File: src/rtl/mgt_01_mul_sequencer.sv
// Issue-to-writeback sequencer for the iterative Booth multiply unit: holds one op,
// clock-gates the unit for exactly one pass, and presents the captured result to writeback.
package Modules_pkg;
  localparam int XLEN = 32;
  typedef enum logic [1:0] {
    MUL_    = 2'd0,
    MULH_   = 2'd1,
    MULHSU_ = 2'd2,
    MULHU_  = 2'd3
  } mul_ops_e;
endpackage

module mgt_01_mul_sequencer #(
  parameter int XLEN    = Modules_pkg::XLEN,
  parameter int TAG_W   = 5,
  parameter int TIMEOUT = 24
) (
  input  logic                  clk_i,
  input  logic                  rst_n_i,
  input  logic                  issue_valid_i,
  output logic                  issue_ready_o,
  input  Modules_pkg::mul_ops_e issue_op_i,
  input  logic [XLEN-1:0]       issue_a_i,
  input  logic [XLEN-1:0]       issue_b_i,
  input  logic [TAG_W-1:0]      issue_tag_i,
  input  logic                  flush_i,
  output logic [XLEN-1:0]       mul_multiplier_o,
  output logic [XLEN-1:0]       mul_multiplicand_o,
  output Modules_pkg::mul_ops_e mul_op_o,
  output logic                  mul_clk_en_o,
  input  logic                  mul_free_i,
  input  logic [XLEN-1:0]       mul_result_i,
  output logic                  wb_valid_o,
  input  logic                  wb_ready_i,
  output logic [XLEN-1:0]       wb_result_o,
  output logic [TAG_W-1:0]      wb_tag_o,
  output logic                  busy_o,
  output logic                  timeout_err_o
);

  localparam int CNT_W = $clog2(TIMEOUT + 1);

  typedef enum logic [2:0] {IDLE, START, BUSY, DONE, DRAIN} state_e;

  state_e                state_q, state_d;
  logic [XLEN-1:0]       operandA_q, operandA_d;
  logic [XLEN-1:0]       operandB_q, operandB_d;
  logic [XLEN-1:0]       result_q, result_d;
  Modules_pkg::mul_ops_e opCode_q, opCode_d;
  logic [TAG_W-1:0]      destTag_q, destTag_d;
  logic [CNT_W-1:0]      busyCnt_q, busyCnt_d;
  logic                  timeoutErr_q, timeoutErr_d;
  logic                  issueReady;
  logic                  accept;
  logic                  clkEn;
  logic                  cntExpired;

  always_ff @(posedge clk_i or negedge rst_n_i) begin
    if (!rst_n_i) begin
      state_q      <= IDLE;
      operandA_q   <= '0;
      operandB_q   <= '0;
      result_q     <= '0;
      opCode_q     <= Modules_pkg::MUL_;
      destTag_q    <= '0;
      busyCnt_q    <= '0;
      timeoutErr_q <= 1'b0;
    end else begin
      state_q      <= state_d;
      operandA_q   <= operandA_d;
      operandB_q   <= operandB_d;
      result_q     <= result_d;
      opCode_q     <= opCode_d;
      destTag_q    <= destTag_d;
      busyCnt_q    <= busyCnt_d;
      timeoutErr_q <= timeoutErr_d;
    end
  end

  assign cntExpired = (busyCnt_q == CNT_W'(TIMEOUT - 1));

  always_comb begin
    state_d      = state_q;
    operandA_d   = operandA_q;
    operandB_d   = operandB_q;
    result_d     = result_q;
    opCode_d     = opCode_q;
    destTag_d    = destTag_q;
    busyCnt_d    = busyCnt_q;
    timeoutErr_d = timeoutErr_q;
    clkEn        = 1'b0;

    issueReady = !flush_i && ((state_q == IDLE) || ((state_q == DONE) && wb_ready_i));
    accept     = issue_valid_i && issueReady;

    // Operands feed the unit's combinational output mux, so they move only on accept.
    if (accept) begin
      operandA_d = issue_a_i;
      operandB_d = issue_b_i;
      opCode_d   = issue_op_i;
      destTag_d  = issue_tag_i;
      busyCnt_d  = '0;
    end

    case (state_q)
      IDLE: begin
        if (accept) state_d = START;
      end
      START: begin
        clkEn   = 1'b1;
        state_d = flush_i ? DRAIN : BUSY;
      end
      BUSY: begin
        clkEn = !mul_free_i;
        if (mul_free_i && !flush_i) begin
          result_d = mul_result_i;
          state_d  = DONE;
        end else if (!mul_free_i && cntExpired) begin
          timeoutErr_d = 1'b1;
          state_d      = IDLE;
        end else begin
          busyCnt_d = busyCnt_q + CNT_W'(1);
          if (flush_i) state_d = DRAIN;
        end
      end
      DONE: begin
        if (flush_i) state_d = IDLE;
        else if (wb_ready_i) state_d = accept ? START : IDLE;
      end
      DRAIN: begin
        // The unit cannot be aborted, so let it finish its pass and discard the result.
        clkEn = !mul_free_i;
        if (mul_free_i) begin
          state_d = IDLE;
        end else if (cntExpired) begin
          timeoutErr_d = 1'b1;
          state_d      = IDLE;
        end else begin
          busyCnt_d = busyCnt_q + CNT_W'(1);
        end
      end
      default: state_d = IDLE;
    endcase
  end

  assign issue_ready_o      = issueReady;
  assign mul_multiplier_o   = operandA_q;
  assign mul_multiplicand_o = operandB_q;
  assign mul_op_o           = opCode_q;
  assign mul_clk_en_o       = clkEn;
  assign wb_valid_o         = (state_q == DONE);
  assign wb_result_o        = result_q;
  assign wb_tag_o           = destTag_q;
  assign busy_o             = (state_q != IDLE);
  assign timeout_err_o      = timeoutErr_q;

  startNeedsFreeUnit: assert property (@(posedge clk_i) disable iff (!rst_n_i)
    (state_q == START) |-> mul_free_i);

endmodule
File: config.mk
export PLATFORM = sky130hd
export DESIGN_NAME = mgt_01_mul_sequencer
export DESIGN_NICKNAME = d
export VERILOG_FILES = /design/src/rtl/mgt_01_mul_sequencer.sv
export SDC_FILE = /design/constraint.sdc
export NUM_CORES = 1
export LEC_CHECK = 0
export BUFFER_PORTS_ARGS = -buffer_cell sky130_fd_sc_hd__buf_2
export CORE_UTILIZATION = 38
export CTS_CLUSTER_DIAMETER = 60
export DETAILED_ROUTE_END_ITERATION = 8
export PLACE_DENSITY = 0.68
export SYNTH_ARGS = -nofsm -noshare
export SYNTH_HDL_FRONTEND = slang
export SYNTH_SLANG_ARGS = --single-unit
File: constraint.sdc
create_clock -name clk_i -period 4.4 [get_ports clk_i]
set_input_delay 0.88 -clock clk_i [delete_from_list [all_inputs] [get_ports clk_i]]
set_output_delay 0.88 -clock clk_i [all_outputs]
set_load 0.005 [all_outputs]
==> summary.txt <==
Pwr
  – Static Leakage: 0.00304 uW
  – Clock power share: 23.7%
  – VDD IR-drop max: 331 uV
  – NetSw: 1200 uW
  – Sw Share: 29.8%
  – Register share of total power: 44.5%
  – PwrDens: 670 mW/mm^2
  – Comb pwr share: 31.8%
  – Internal: 2820 uW

Floorplan
  – Row count: 39
  – Core ar.: 0.0114 mm^2
  – Initial Utilization: 38.9%
  – Die H: 110 um
  – Ports: 217
  – Total die area: 0.0121 mm^2
  – Die width: 110 um

Worst hold path
  – Hold path start: timeout_err_o
  – Min-Delay Path Class: register to register

Setup path
  – Critical Path AT: 1630 ps
  – CP startpoint: mul_free_i
  – Worst reg-to-reg setup slack: 2250 ps
  – Max stage delay on crit path: 270 ps
  – Reg2Reg Capture Point: busyCnt_q[2]
  – Setup crit end: mul_clk_en_o
  – Reg2reg path depth: 5
  – Critical path required time: 3520 ps
  – Crit end category: output port
  – Crit-path most repeated cell: buf_2
  – Critical path startpoint category: input port
  – Crit-path max FO: 7
  – Critical path class: input port to output port
  – Crit path cell chain: buf_2 -> nor2_1 -> nand2_1 -> o21ai_0 -> buf_2
  – Reg-to-Reg Start: busyCnt_q[0]
  – Slowest stage cell, crit path: nor2_1

STA
  – Fin crit period: 2510 ps
  – Fin. max-slew vios: 0
  – Final count of negative-setup-slack endpoints: 0
  – Final setup TNS: 0 ps
  – Unrepaired setup endpoints after global routing: no
  – Final Cycle Share: 57.0%
  – Worst Tran Pin Value: 1100 ps
  – Peak Freq: 0.399 GHz
  – Slew HR: 26.5%
  – Clk_skew: 8.78 ps
  – Final Hold Vio Count: 0

CTS
  – Reg clk slew, reported paths: 60 ps
  – Clock insertion delay at the later pin of the skew report: 350 ps
  – Hold_buf cts: 0
  – Root buffer cell: clkbuf_16
  – Clock Tree Buf Depth: 2
  – Resize count post-CTS: 0
  – CTS tree: yes
  – Clk sinks: 112
  – CTS H-tree depth: 3
  – Setup Buffers After CTS: 0
  – CTS Buf Count: 9

Drt
  – Final ANT Viol Nets: 0
  – DRT Wirelength: 9520 um
  – Initial DRC Count: 57
  – Residual DRC count: 0
  – Vias per cell: 4.75
  – Router iterations before antenna repair: 4
  – WL per Instance: 14.5 um
  – Via count: 3116

Synthesis
  – Syn nets: 403
  – Syn Area/Cell: 15.2 um^2
  – Yosys reg bits: 112
  – Post-synth EDFFs: 0
  – Cells after Synth: 293
  – Post-synthesis sequential area ratio: 63.1%
  – Syn. warnings: 0
  – Synthesized area: 0.00444 mm^2
  – Netlist cell types: 34
  – Post-synth ARST share: 100%
  – Top FF cell, synth: dfrtp_1

Global routing
  – Global-route wire length before repair: 14600 um
  – Tot GR Track Use: 16.0%
  – Vias in the first global route: 3039
  – Grt total ovfl: 0
  – Largest net degree at the start of global routing: 88
  – Initial antenna violation count: 0

Outcome
  – Status: completed

Placement
  – Post-Place Cells: 640
  – Number of port buffers: 216
  – Final GP Congestion: 0.749
  – Dpl hpwl: 6980 um

Flow run
  – Max-Cap Viols: 0

Finish
  – Commonest non-fill, non-tap cell in the layout: buf_2
  – Layout net count: 618
  – Layout cells sized above 1: 46.6%
  – Fillers: 1010
  – Final non-filler cell total: 656
  – Most frequent cells in the layout: 215 x buf_2, 112 x dfrtp_1, 103 x mux2_1
  – Layout area overhead: 35.2%
  – Diodes inserted: 0
==> cells by family (layout without fill, tap and decap cells) <==
logic type | after synthesis | count (layout) | share of synthesized area [%]
flops | 112 | 112 | 63.1
mux | 103 | 103 | 26.1
xor+xnor | 2 | 2 | 0.395
fa+ha+maj | 1 | 1 | 0.282
simple gates | 33 | 33 | 4.23
compound gates | 23 | 23 | 3.49
buf+inv | 19 | 239 | 2.37
==> worst min path at each step <==
stage,endpoint,slack [ps],cells past startpoint
global route,timeout_err_o,490,1
finish,timeout_err_o,480,1
floorplan,timeout_err_o,470,1
CTS,timeout_err_o,480,1
global placement,wb_result_o[31],470,1
detailed placement,timeout_err_o,460,1
==> flip-flops by register name, summed over array words and instances (netlist names) <==
signal and count:
mul_multiplicand_o 32, mul_multiplier_o 32, busyCnt_q 5, mul_op_o 2, wb_tag_o 5, timeout_err_o 1
state_q 3, wb_result_o 32
==> cell usage after synthesis (all sizes together) (2+ instances only) <==
master    n  share of area, %
o211ai    3              0.62
nand3     5              0.56
dfrtp   112                63
xor2      2              0.39
a21oi     2              0.23
buf      15               2.0
or3       2              0.28
nor3b     4              0.68
inv       3              0.25
mux2    103                26
o21ai     9               1.0
a32oi     2              0.39
nand2b    2              0.28
nand4b    2              0.54
nor2      5              0.48
nand2     9              0.76
==> power groups by stage <==
stage | logic, uW | registers, uW | clock network (uW)
CTS | 1310 | 1790 | 981
floorplan | 612 | 1820 | 0
detailed placement | 1310 | 1810 | 0
global route | 1430 | 1860 | 1020
finish | 1280 | 1790 | 953
global placement | 1270 | 1780 | 0
==> critical path: cells and delay by family <==
| family | cells | cell delay [ps] |
|---|---|---|
| compound gates | 1 | 80 |
| buf+inv | 2 | 280 |
| simple gates | 2 | 390 |
==> cell type report <==
| type | count | area, um^2 | area share, % |
|---|---|---|---|
| clock buffer | 11 | 253 | 4.21 |
| clock inverter | 5 | 103 | 1.71 |
| inverter | 3 | 11.3 | 0.188 |
| multi-input combinational | 162 | 1540 | 25.7 |
| sequential | 112 | 2800 | 46.7 |
| tap | 143 | 179 | 2.98 |
| timing repair buffer | 220 | 1110 | 18.5 |
==> routing by layer <==
layer | wire (um) | GRT usage, % | up-vias
met2 | 4930 | 26.6 | 103
met3 | 531 | 3.76 | 16
met1 | 3840 | 19.3 | 1519
met4 | 219 | 8.46 | 0
met5 | 0 | 0 | -
li1 | - | - | 1478
==> stage by stage <==
step / cell area (um^2) / power [uW] / hold slack [ps] / worst slack [ps] / utilization (%)
after global routing: 6000 / 4310 / 495 / 1740 / 52.6
after floorplan: 4440 / 2430 / 468 / 2250 / -
after detailed placement: 5650 / 3110 / 463 / 1770 / 49.5
after CTS: 6000 / 4090 / 482 / 1900 / 52.6
after global placement: 5650 / 3050 / 469 / 1840 / 49.5
final: 6000 / 4020 / 479 / 1890 / 52.6
No activity file was read; power rests on OpenSTA's default activity.
